## src/rtl/pipe_ctrl_unit.sv

```systemverilog
// Pipelined RV32I control unit: decodes in D, carries the control word through E, M and W,
// and resolves conditional branches in E from the datapath flags.
module pipe_ctrl_unit #(
  parameter int WIDTH      = 32,
  parameter int ALU_CTRL_W = 4
) (
  input  logic                  clk,
  input  logic                  rst,
  input  logic [WIDTH-1:0]      instr_d,
  input  logic                  flush_e,
  input  logic                  zero_e,
  input  logic                  lt_e,
  input  logic                  ltu_e,
  output logic [2:0]            imm_src_d,
  output logic                  illegal_d,
  output logic [ALU_CTRL_W-1:0] alu_ctrl_e,
  output logic                  alu_src_e,
  output logic                  jump_src_e,
  output logic                  pc_src_e,
  output logic [1:0]            result_src_e,
  output logic                  reg_write_m,
  output logic                  mem_write_m,
  output logic [2:0]            funct3_m,
  output logic                  reg_write_w,
  output logic [1:0]            result_src_w
);

  typedef struct packed {
    logic                  reg_write;
    logic [1:0]            result_src;
    logic                  mem_write;
    logic                  jump;
    logic                  branch;
    logic [ALU_CTRL_W-1:0] alu_ctrl;
    logic                  alu_src;
    logic                  jump_src;
    logic [2:0]            funct3;
  } ctrl_t;

  localparam logic [ALU_CTRL_W-1:0] ALU_ADD  = ALU_CTRL_W'(0);
  localparam logic [ALU_CTRL_W-1:0] ALU_SUB  = ALU_CTRL_W'(1);
  localparam logic [ALU_CTRL_W-1:0] ALU_AND  = ALU_CTRL_W'(2);
  localparam logic [ALU_CTRL_W-1:0] ALU_OR   = ALU_CTRL_W'(3);
  localparam logic [ALU_CTRL_W-1:0] ALU_XOR  = ALU_CTRL_W'(4);
  localparam logic [ALU_CTRL_W-1:0] ALU_SLT  = ALU_CTRL_W'(5);
  localparam logic [ALU_CTRL_W-1:0] ALU_SLTU = ALU_CTRL_W'(6);
  localparam logic [ALU_CTRL_W-1:0] ALU_SLL  = ALU_CTRL_W'(7);
  localparam logic [ALU_CTRL_W-1:0] ALU_SRL  = ALU_CTRL_W'(8);
  localparam logic [ALU_CTRL_W-1:0] ALU_SRA  = ALU_CTRL_W'(9);

  localparam logic [6:0] OP_R      = 7'b0110011;
  localparam logic [6:0] OP_I      = 7'b0010011;
  localparam logic [6:0] OP_LOAD   = 7'b0000011;
  localparam logic [6:0] OP_STORE  = 7'b0100011;
  localparam logic [6:0] OP_BRANCH = 7'b1100011;
  localparam logic [6:0] OP_JAL    = 7'b1101111;
  localparam logic [6:0] OP_JALR   = 7'b1100111;
  localparam logic [6:0] OP_LUI    = 7'b0110111;
  localparam logic [6:0] OP_AUIPC  = 7'b0010111;

  logic [6:0]            w_op;
  logic [2:0]            w_f3;
  logic [6:0]            w_f7;
  logic                  w_unused;
  logic [ALU_CTRL_W-1:0] w_alu_fn;
  logic                  w_is_r;
  logic                  w_illegal;
  ctrl_t                 w_dec;
  ctrl_t                 w_ctrl_d;

  ctrl_t                 r_e;
  logic                  r_m_reg_write;
  logic [1:0]            r_m_result_src;
  logic                  r_m_mem_write;
  logic [2:0]            r_m_funct3;
  logic                  r_w_reg_write;
  logic [1:0]            r_w_result_src;

  assign w_op     = instr_d[6:0];
  assign w_f3     = instr_d[14:12];
  assign w_f7     = instr_d[31:25];
  assign w_unused = ^{instr_d[24:15], instr_d[11:7]};
  assign w_is_r   = (w_op == OP_R);

  // funct7[5] means sub only for R-type, but sra for both R and I shifts
  always_comb begin
    w_alu_fn = ALU_ADD;
    case (w_f3)
      3'b000:  w_alu_fn = (w_is_r && w_f7[5]) ? ALU_SUB : ALU_ADD;
      3'b001:  w_alu_fn = ALU_SLL;
      3'b010:  w_alu_fn = ALU_SLT;
      3'b011:  w_alu_fn = ALU_SLTU;
      3'b100:  w_alu_fn = ALU_XOR;
      3'b101:  w_alu_fn = w_f7[5] ? ALU_SRA : ALU_SRL;
      3'b110:  w_alu_fn = ALU_OR;
      default: w_alu_fn = ALU_AND;
    endcase
  end

  always_comb begin
    w_dec        = '0;
    w_dec.funct3 = w_f3;
    imm_src_d    = 3'b000;
    w_illegal    = 1'b0;
    case (w_op)
      OP_R: begin
        w_dec.reg_write = 1'b1;
        w_dec.alu_ctrl  = w_alu_fn;
        w_illegal = !((w_f7 == 7'h00) ||
                      (w_f7 == 7'h20 && (w_f3 == 3'b000 || w_f3 == 3'b101)));
      end
      OP_I: begin
        w_dec.reg_write = 1'b1;
        w_dec.alu_src   = 1'b1;
        w_dec.alu_ctrl  = w_alu_fn;
        if (w_f3 == 3'b001)
          w_illegal = (w_f7 != 7'h00);
        else if (w_f3 == 3'b101)
          w_illegal = !(w_f7 == 7'h00 || w_f7 == 7'h20);
      end
      OP_LOAD: begin
        w_dec.reg_write  = 1'b1;
        w_dec.alu_src    = 1'b1;
        w_dec.result_src = 2'b01;
        w_illegal = (w_f3 == 3'b011) || (w_f3 == 3'b110) || (w_f3 == 3'b111);
      end
      OP_STORE: begin
        w_dec.mem_write = 1'b1;
        w_dec.alu_src   = 1'b1;
        imm_src_d       = 3'b001;
        w_illegal       = (w_f3 > 3'b010);
      end
      OP_BRANCH: begin
        w_dec.branch   = 1'b1;
        w_dec.alu_ctrl = ALU_SUB;
        imm_src_d      = 3'b010;
        w_illegal      = (w_f3 == 3'b010) || (w_f3 == 3'b011);
      end
      OP_JAL: begin
        w_dec.reg_write  = 1'b1;
        w_dec.jump       = 1'b1;
        w_dec.result_src = 2'b10;
        imm_src_d        = 3'b011;
      end
      OP_JALR: begin
        w_dec.reg_write  = 1'b1;
        w_dec.jump       = 1'b1;
        w_dec.jump_src   = 1'b1;
        w_dec.alu_src    = 1'b1;
        w_dec.result_src = 2'b10;
        w_illegal        = (w_f3 != 3'b000);
      end
      OP_LUI: begin
        w_dec.reg_write  = 1'b1;
        w_dec.result_src = 2'b11;
        imm_src_d        = 3'b100;
      end
      OP_AUIPC: begin
        w_dec.reg_write = 1'b1;
        w_dec.alu_src   = 1'b1;
        imm_src_d       = 3'b100;
      end
      default: w_illegal = 1'b1;
    endcase
  end

  assign illegal_d = w_illegal;
  assign w_ctrl_d  = w_illegal ? '0 : w_dec;

  always_ff @(posedge clk) begin
    if (rst) begin
      r_e            <= '0;
      r_m_reg_write  <= 1'b0;
      r_m_result_src <= 2'b00;
      r_m_mem_write  <= 1'b0;
      r_m_funct3     <= 3'b000;
      r_w_reg_write  <= 1'b0;
      r_w_result_src <= 2'b00;
    end else begin
      r_e            <= flush_e ? '0 : w_ctrl_d;
      r_m_reg_write  <= r_e.reg_write;
      r_m_result_src <= r_e.result_src;
      r_m_mem_write  <= r_e.mem_write;
      r_m_funct3     <= r_e.funct3;
      r_w_reg_write  <= r_m_reg_write;
      r_w_result_src <= r_m_result_src;
    end
  end

  always_comb begin
    pc_src_e = r_e.jump;
    if (r_e.branch) begin
      case (r_e.funct3)
        3'b000:  pc_src_e = r_e.jump | zero_e;
        3'b001:  pc_src_e = r_e.jump | !zero_e;
        3'b100:  pc_src_e = r_e.jump | lt_e;
        3'b101:  pc_src_e = r_e.jump | !lt_e;
        3'b110:  pc_src_e = r_e.jump | ltu_e;
        3'b111:  pc_src_e = r_e.jump | !ltu_e;
        default: pc_src_e = r_e.jump;
      endcase
    end
  end

  assign alu_ctrl_e   = r_e.alu_ctrl;
  assign alu_src_e    = r_e.alu_src;
  assign jump_src_e   = r_e.jump_src;
  assign result_src_e = r_e.result_src;
  assign reg_write_m  = r_m_reg_write;
  assign mem_write_m  = r_m_mem_write;
  assign funct3_m     = r_m_funct3;
  assign reg_write_w  = r_w_reg_write;
  assign result_src_w = r_w_result_src;

endmodule

```

## config.mk

```make
export PLATFORM = sky130hd
export DESIGN_NAME = pipe_ctrl_unit
export DESIGN_NICKNAME = d
export VERILOG_FILES = /design/src/rtl/pipe_ctrl_unit.sv
export SDC_FILE = /design/constraint.sdc
export NUM_CORES = 1
export LEC_CHECK = 0
export ABC_CLOCK_PERIOD_IN_PS = 2550
export BUFFER_PORTS_ARGS = -buffer_cell sky130_fd_sc_hd__buf_2
export CORE_AREA = 10 10 69 71
export CTS_BUF_LIST = sky130_fd_sc_hd__clkbuf_4
export CTS_CLUSTER_SIZE = 10
export DETAILED_ROUTE_END_ITERATION = 7
export DIE_AREA = 0 0 79 81
export PLACE_DENSITY = 0.73
export SETUP_SLACK_MARGIN = 0.1
export SLEW_MARGIN = 15
export SYNTH_ARGS = -nofsm -noshare
export SYNTH_HDL_FRONTEND = slang
export SYNTH_SLANG_ARGS = --single-unit
```

## constraint.sdc

```tcl
create_clock -name clk -period 2.55 [get_ports clk]
set_clock_uncertainty 0.05 [all_clocks]
set_input_delay 0.3825 -clock clk [delete_from_list [all_inputs] [get_ports clk]]
set_output_delay 0.3825 -clock clk [all_outputs]
set_load 0.005 [all_outputs]
```

======== Word-level counts from Yosys, hierarchy flattened ========
Cells that the tools add are included.
W data, S select, Z words.
storage, ports and cells
  memories kept ........................... 0
  bits in read-only memories .............. 0
  logic and storage cells ................. 86
  input port bits ......................... 38
  output and inout port bits .............. 21
  bits in latches ......................... 0
  bits in writable memories ............... 0
  register bits after elaboration ......... 25
cells by class
  eq/ne operators ......................... 22
  div/mod/pow operators ................... 0
  order comparisons ....................... 1
  $add $sub $neg .......................... 0
  multipliers ............................. 0
  bitwise logic cells ..................... 6
  reductions and logical operators ........ 25
  muxes and demuxes ....................... 17
  shift operators ......................... 0
operator list
  cell                  count
  $eq A7 B6 Y1 const B  4
  $pmux W4 S7           1
  $eq A3 B3 Y1 const B  8
  $eq A7 B7 Y1 const B  3
  $eq A7 B5 Y1 const B  2
  $pmux W3 S4           1
  $mux W1               11
  $pmux W4 S2           1
  $eq A7 B2 Y1 const B  1
  $logic_not A7 Y1      1
  $pmux W1 S7           1
  $reduce_bool A7 Y1    1
  $reduce_or A7 Y1      1
  $eq A3 B1 Y1 const B  2
  $eq A3 B2 Y1 const B  2
  $logic_not A3 Y1      2
  $logic_or A1 B1 Y1    6
  $or A1 B1 Y1          6
  $pmux W1 S6           1
  $pmux W2 S3           1
  $reduce_or A2 Y1      3
  $reduce_or A3 Y1      2
  $logic_not A1 Y1      5
  $reduce_or A5 Y1      1
  other kinds (3)       4

======== Depth between registers and ports, before layout ========
  word-level depth ........................ 7
  mapped depth ............................ 8
  depth with buffers taken out ............ 5

======== Worst setup path after synthesis ========
Ideal clock, no wire load.
  path kind ............................... input port to flip-flop
  start point ............................. in instr_d[26]
  end point ............................... reg r_e[14] in the netlist's numbering
  library setup time ...................... 0.073 ns
  slack ................................... 0.217 ns
  data arrival time ....................... 2.210 ns
  cell stages on the path ................. 7
  buffers on the path ..................... 2
  data required time ...................... 2.427 ns
  path through ............................ or4_1 -> o32a_1 -> o31ai_2 -> or4b_1 -> buf_2 -> buf_6 -> nor3_2
between the ends
  cells in the longest elaborated chain, start to end .. 7
  elaborated cells on any way between the ends .. 12
  classes of those cells .................. eq/ne: 1; mux: 3; reduce/logical: 8
RTL lines
  element                                           RTL line       text
  start: declaration                                9              input logic [WIDTH-1:0] instr_d,
  $eq A7 B6 Y1 or $logic_not A7 Y1 (tied branches)  110, 119, 109
  $logic_or A1 B1 Y1                                119            w_illegal = !(w_f7 == 7'h00 || w_f7 == 7'h20);
  $logic_not A1 Y1                                  119
  $mux W1                                           118            else if (w_f3 == 3'b101)
  $mux W1                                           116            if (w_f3 == 3'b001)
  $pmux W1 S7 (*)                                   105            case (w_op)
  $reduce_or A3 Y1 (no source line) (*)             n/a
  end signal: assignment                            180            r_e <= flush_e ? '0 : w_ctrl_d;
  end: declaration                                  71             ctrl_t r_e;
Every way passes the cells marked *; elsewhere a longest branch is shown, timed or not.
A chain may end at the register's enable or synchronous reset.

======== Worst setup path after layout ========
  start point ............................. in instr_d[26]
  end point ............................... reg r_e[10] in the netlist's numbering
The elaborated chain is that of the path after synthesis.

==> metrics.md <==
| Metric | Value |
|---|---|
| Area growth syn-to-layout | 20.21% |
| Vias in the first global route | between 900 and 1000 |
| I/O Pins | 59 |
| Netlist cell types | 40 |
| H-tree lvl count | 1 |
| Cell area after layout | 1429 sq um |
| Final setup fails | 0 |
| Final #Nets | roughly 210 |
| Port Buffers | 43 |
| Chip height | 81 um |
| Max Fclk | 439.7 MHz |
| Via density | 4.692 |
| Hold Path Class | in2reg |
| Power, Total | 0.6505 mW |
| Sequential cell area fraction in the yosys report | 0.4211 |
| Post-synth top area cell | dfxtp_1 |
| Outcome | finished, final reports clean |
| Final hold violations | 0 |
| CP Data Arrival Time | 2430 ps |
| Antenna diode count | 0 |
| Critical Path Fanout Max | 7 |
| CTS Sinks | 25 |
| Max_slew headroom | 0.7731 |
| CTS tree | done |
| Max-cap viol count | 0 |
| Cts bufs inserted | 3 |
| Critical Path Sink Type | flip-flop |
| Initial antenna violation count | 0 |
| Root buf cell | clkbuf_4 |
| Syn avg cell area | 8.551 sq um |
| Clock Latency Late Sink | 300 ps |
| Most used DFF post-synth | dfxtp_1 |
| Placed instance area | 1399 sq um |
| Tot GR Track Use | 0.08216 |
| Fill cell count | between 300 and 400 |
| Share of cells above drive strength 1 | 0.3410 |
| Largest net degree at the start of global routing | 14 |
| Detailed Routing Iterations Pass 1 | 4 |
| Synth Net Count | 177 |
| Worst Reg-to-Reg Cells | 1 |
| Leakage power | between 0.6 and 0.7 nW |
| Via count | 1037 |
| Synth Warn # | 0 |
| Synthesized flop and latch total | 25 |
| Max VDD drop | 0.1391 mV |
| Core area | 3523 sq um |
| Total die area | 6399 sq um |
| Cell Rows | 22 |
| Power per standard cell area | 455.2 nW/um^2 |
| Most frequent cells after synthesis | 25 x dfxtp_1, 14 x nor2_1, 11 x nor2b_1 |
| DRT Wirelength | about 2700 um |
| Crit path launch type | primary input |
| Top cells by area, synth | dfxtp_1 42%, nor2b_1 5.8%, nor2_1 4.4% |
| Antenna-violating nets left | 0 |
| WL per Instance | 12.02 um |
| Clock Pin Slew Worst Setup and Hold Paths | 120 ps |
| Cell count after synthesis | 139 |
| # hold bufs at CTS | 0 |
| Slew @ Worst Pin | 335.8 ps |
| Clock Path Buffers | 2 |
| Setup Buffers After CTS | 0 |
| Part of the cycle the worst path needs | 0.8918 |
| CP Class | in2reg |
| Die X | 79 um |
| Period minus WS final | roughly 2300 ps |
| Synth top area share | 0.4211 |
| Initial Util | 0.3374 |
| Hold Path Stages | 3 |
| RSZ-0062 raised after global routing | no |
| DR DRC count | 0 |
| Initial DRC Count | 61 |
| Count leader, synth | dfxtp_1 |
| Post-synth EDFFs | 0 |
| Asr flop ratio synth | 0 |
| CP required | ~2700 ps |
| Fin worst setup slack | between 200 and 300 ps |
| Post-DP HPWL | about 2100 um |
| First-pass GRT wire length | 4284 um |
| GP Congestion | ~0.87 |
| Total grt overflow | 0 |
| Final setup TNS | 0 ps |
| Mapped Area | 1189 sq um |
| Cts repair resizes | 0 |
| Multi-input gate area | 574.3 sq um |
| Setup WS pre-CTS | -21.03 ps |
| Slew Limit Fails | 0 |
| Register area | 500.5 sq um |
through the flow:
stage	utilization	hold slack, ps	instances
finish	0.4055	316.3	221
global route	0.4055	321.6	221
CTS	0.4055	302.7	221
detailed placement	0.3970	374.2	217
global placement	0.3970	366.4	217
floorplan	-	363.8	139
registers in the layout, summed over array words and instances (netlist names):
register and flops:
alu_ctrl_e 4, alu_src_e 1, funct3_m 3, jump_src_e 1, mem_write_m 1, r_e 7, r_m_result_src 2, reg_write_m 1
reg_write_w 1, result_src_e 2, result_src_w 2
final timing paths:
| path | start | end | slack [ps] |
|---|---|---|---|
| max reg2reg | r_e[0] | funct3_m[0] | 1920 |
| min | instr_d[12] | r_e[0] | 320 |
| max | instr_d[26] | r_e[10] | 280 |
| min reg2reg | r_m_result_src[1] | result_src_w[1] | 400 |
layout by cell type, fill, tap and decap left out, types with 2 or more instances in the layout:
cell type,n
a211oi_1,2
nor3_2,3
or3_1,2
nor3_1,4
o21ai_0,4
nand4_1,2
nor4_1,3
inv_1,5
and3_1,2
dfxtp_1,25
nand2_1,10
nor2b_1,11
nand3_1,4
nor3b_1,2
xnor2_1,2
buf_4,4
clkbuf_4,4
buf_2,43
a21oi_1,5
nor2_1,14
mux2i_1,3
nand2b_1,2
final cells by class:
| cell class | count | share of cell area |
|---|---|---|
| multi-input combinational | 92 | 0.4019 |
| sequential | 25 | 0.3503 |
| timing repair buffer | 47 | 0.1716 |
| tap | 48 | 0.04203 |
| clock buffer | 4 | 0.02102 |
| inverter | 5 | 0.01313 |
per-layer routing:
metal / part of all wire / up-vias / global-route usage
met5: 0 / - / 0
met4: 0 / 0 / 0.04122
met3: 0.097 / 0 / 0.03532
met2: 0.46 / 44 / 0.1264
met1: 0.44 / 455 / 0.09593
li1: - / 538 / -
critical path, cell delays in order:
cell     delay (ps)
buf_2            90
or4_1           520
o32a_1          310
o31ai_2         210
or4b_1          530
buf_4           200
nor4_1          190
kinds of logic after synthesis:
| kind of cell | count (synthesis) | synth area share |
|---|---|---|
| simple gates | 66 | 0.3158 |
| flops | 25 | 0.4211 |
| buf+inv | 22 | 0.09578 |
| compound gates | 20 | 0.1200 |
| xor+xnor | 3 | 0.02211 |
| mux | 3 | 0.02526 |
power breakdown:
group          leakage, nW  internal, mW  switching, mW
Clock               0.0184        0.0715          0.102
Combinational        0.414        0.0356         0.0490
Sequential           0.201         0.391       0.000524
No activity file was read; power rests on OpenSTA's default activity.
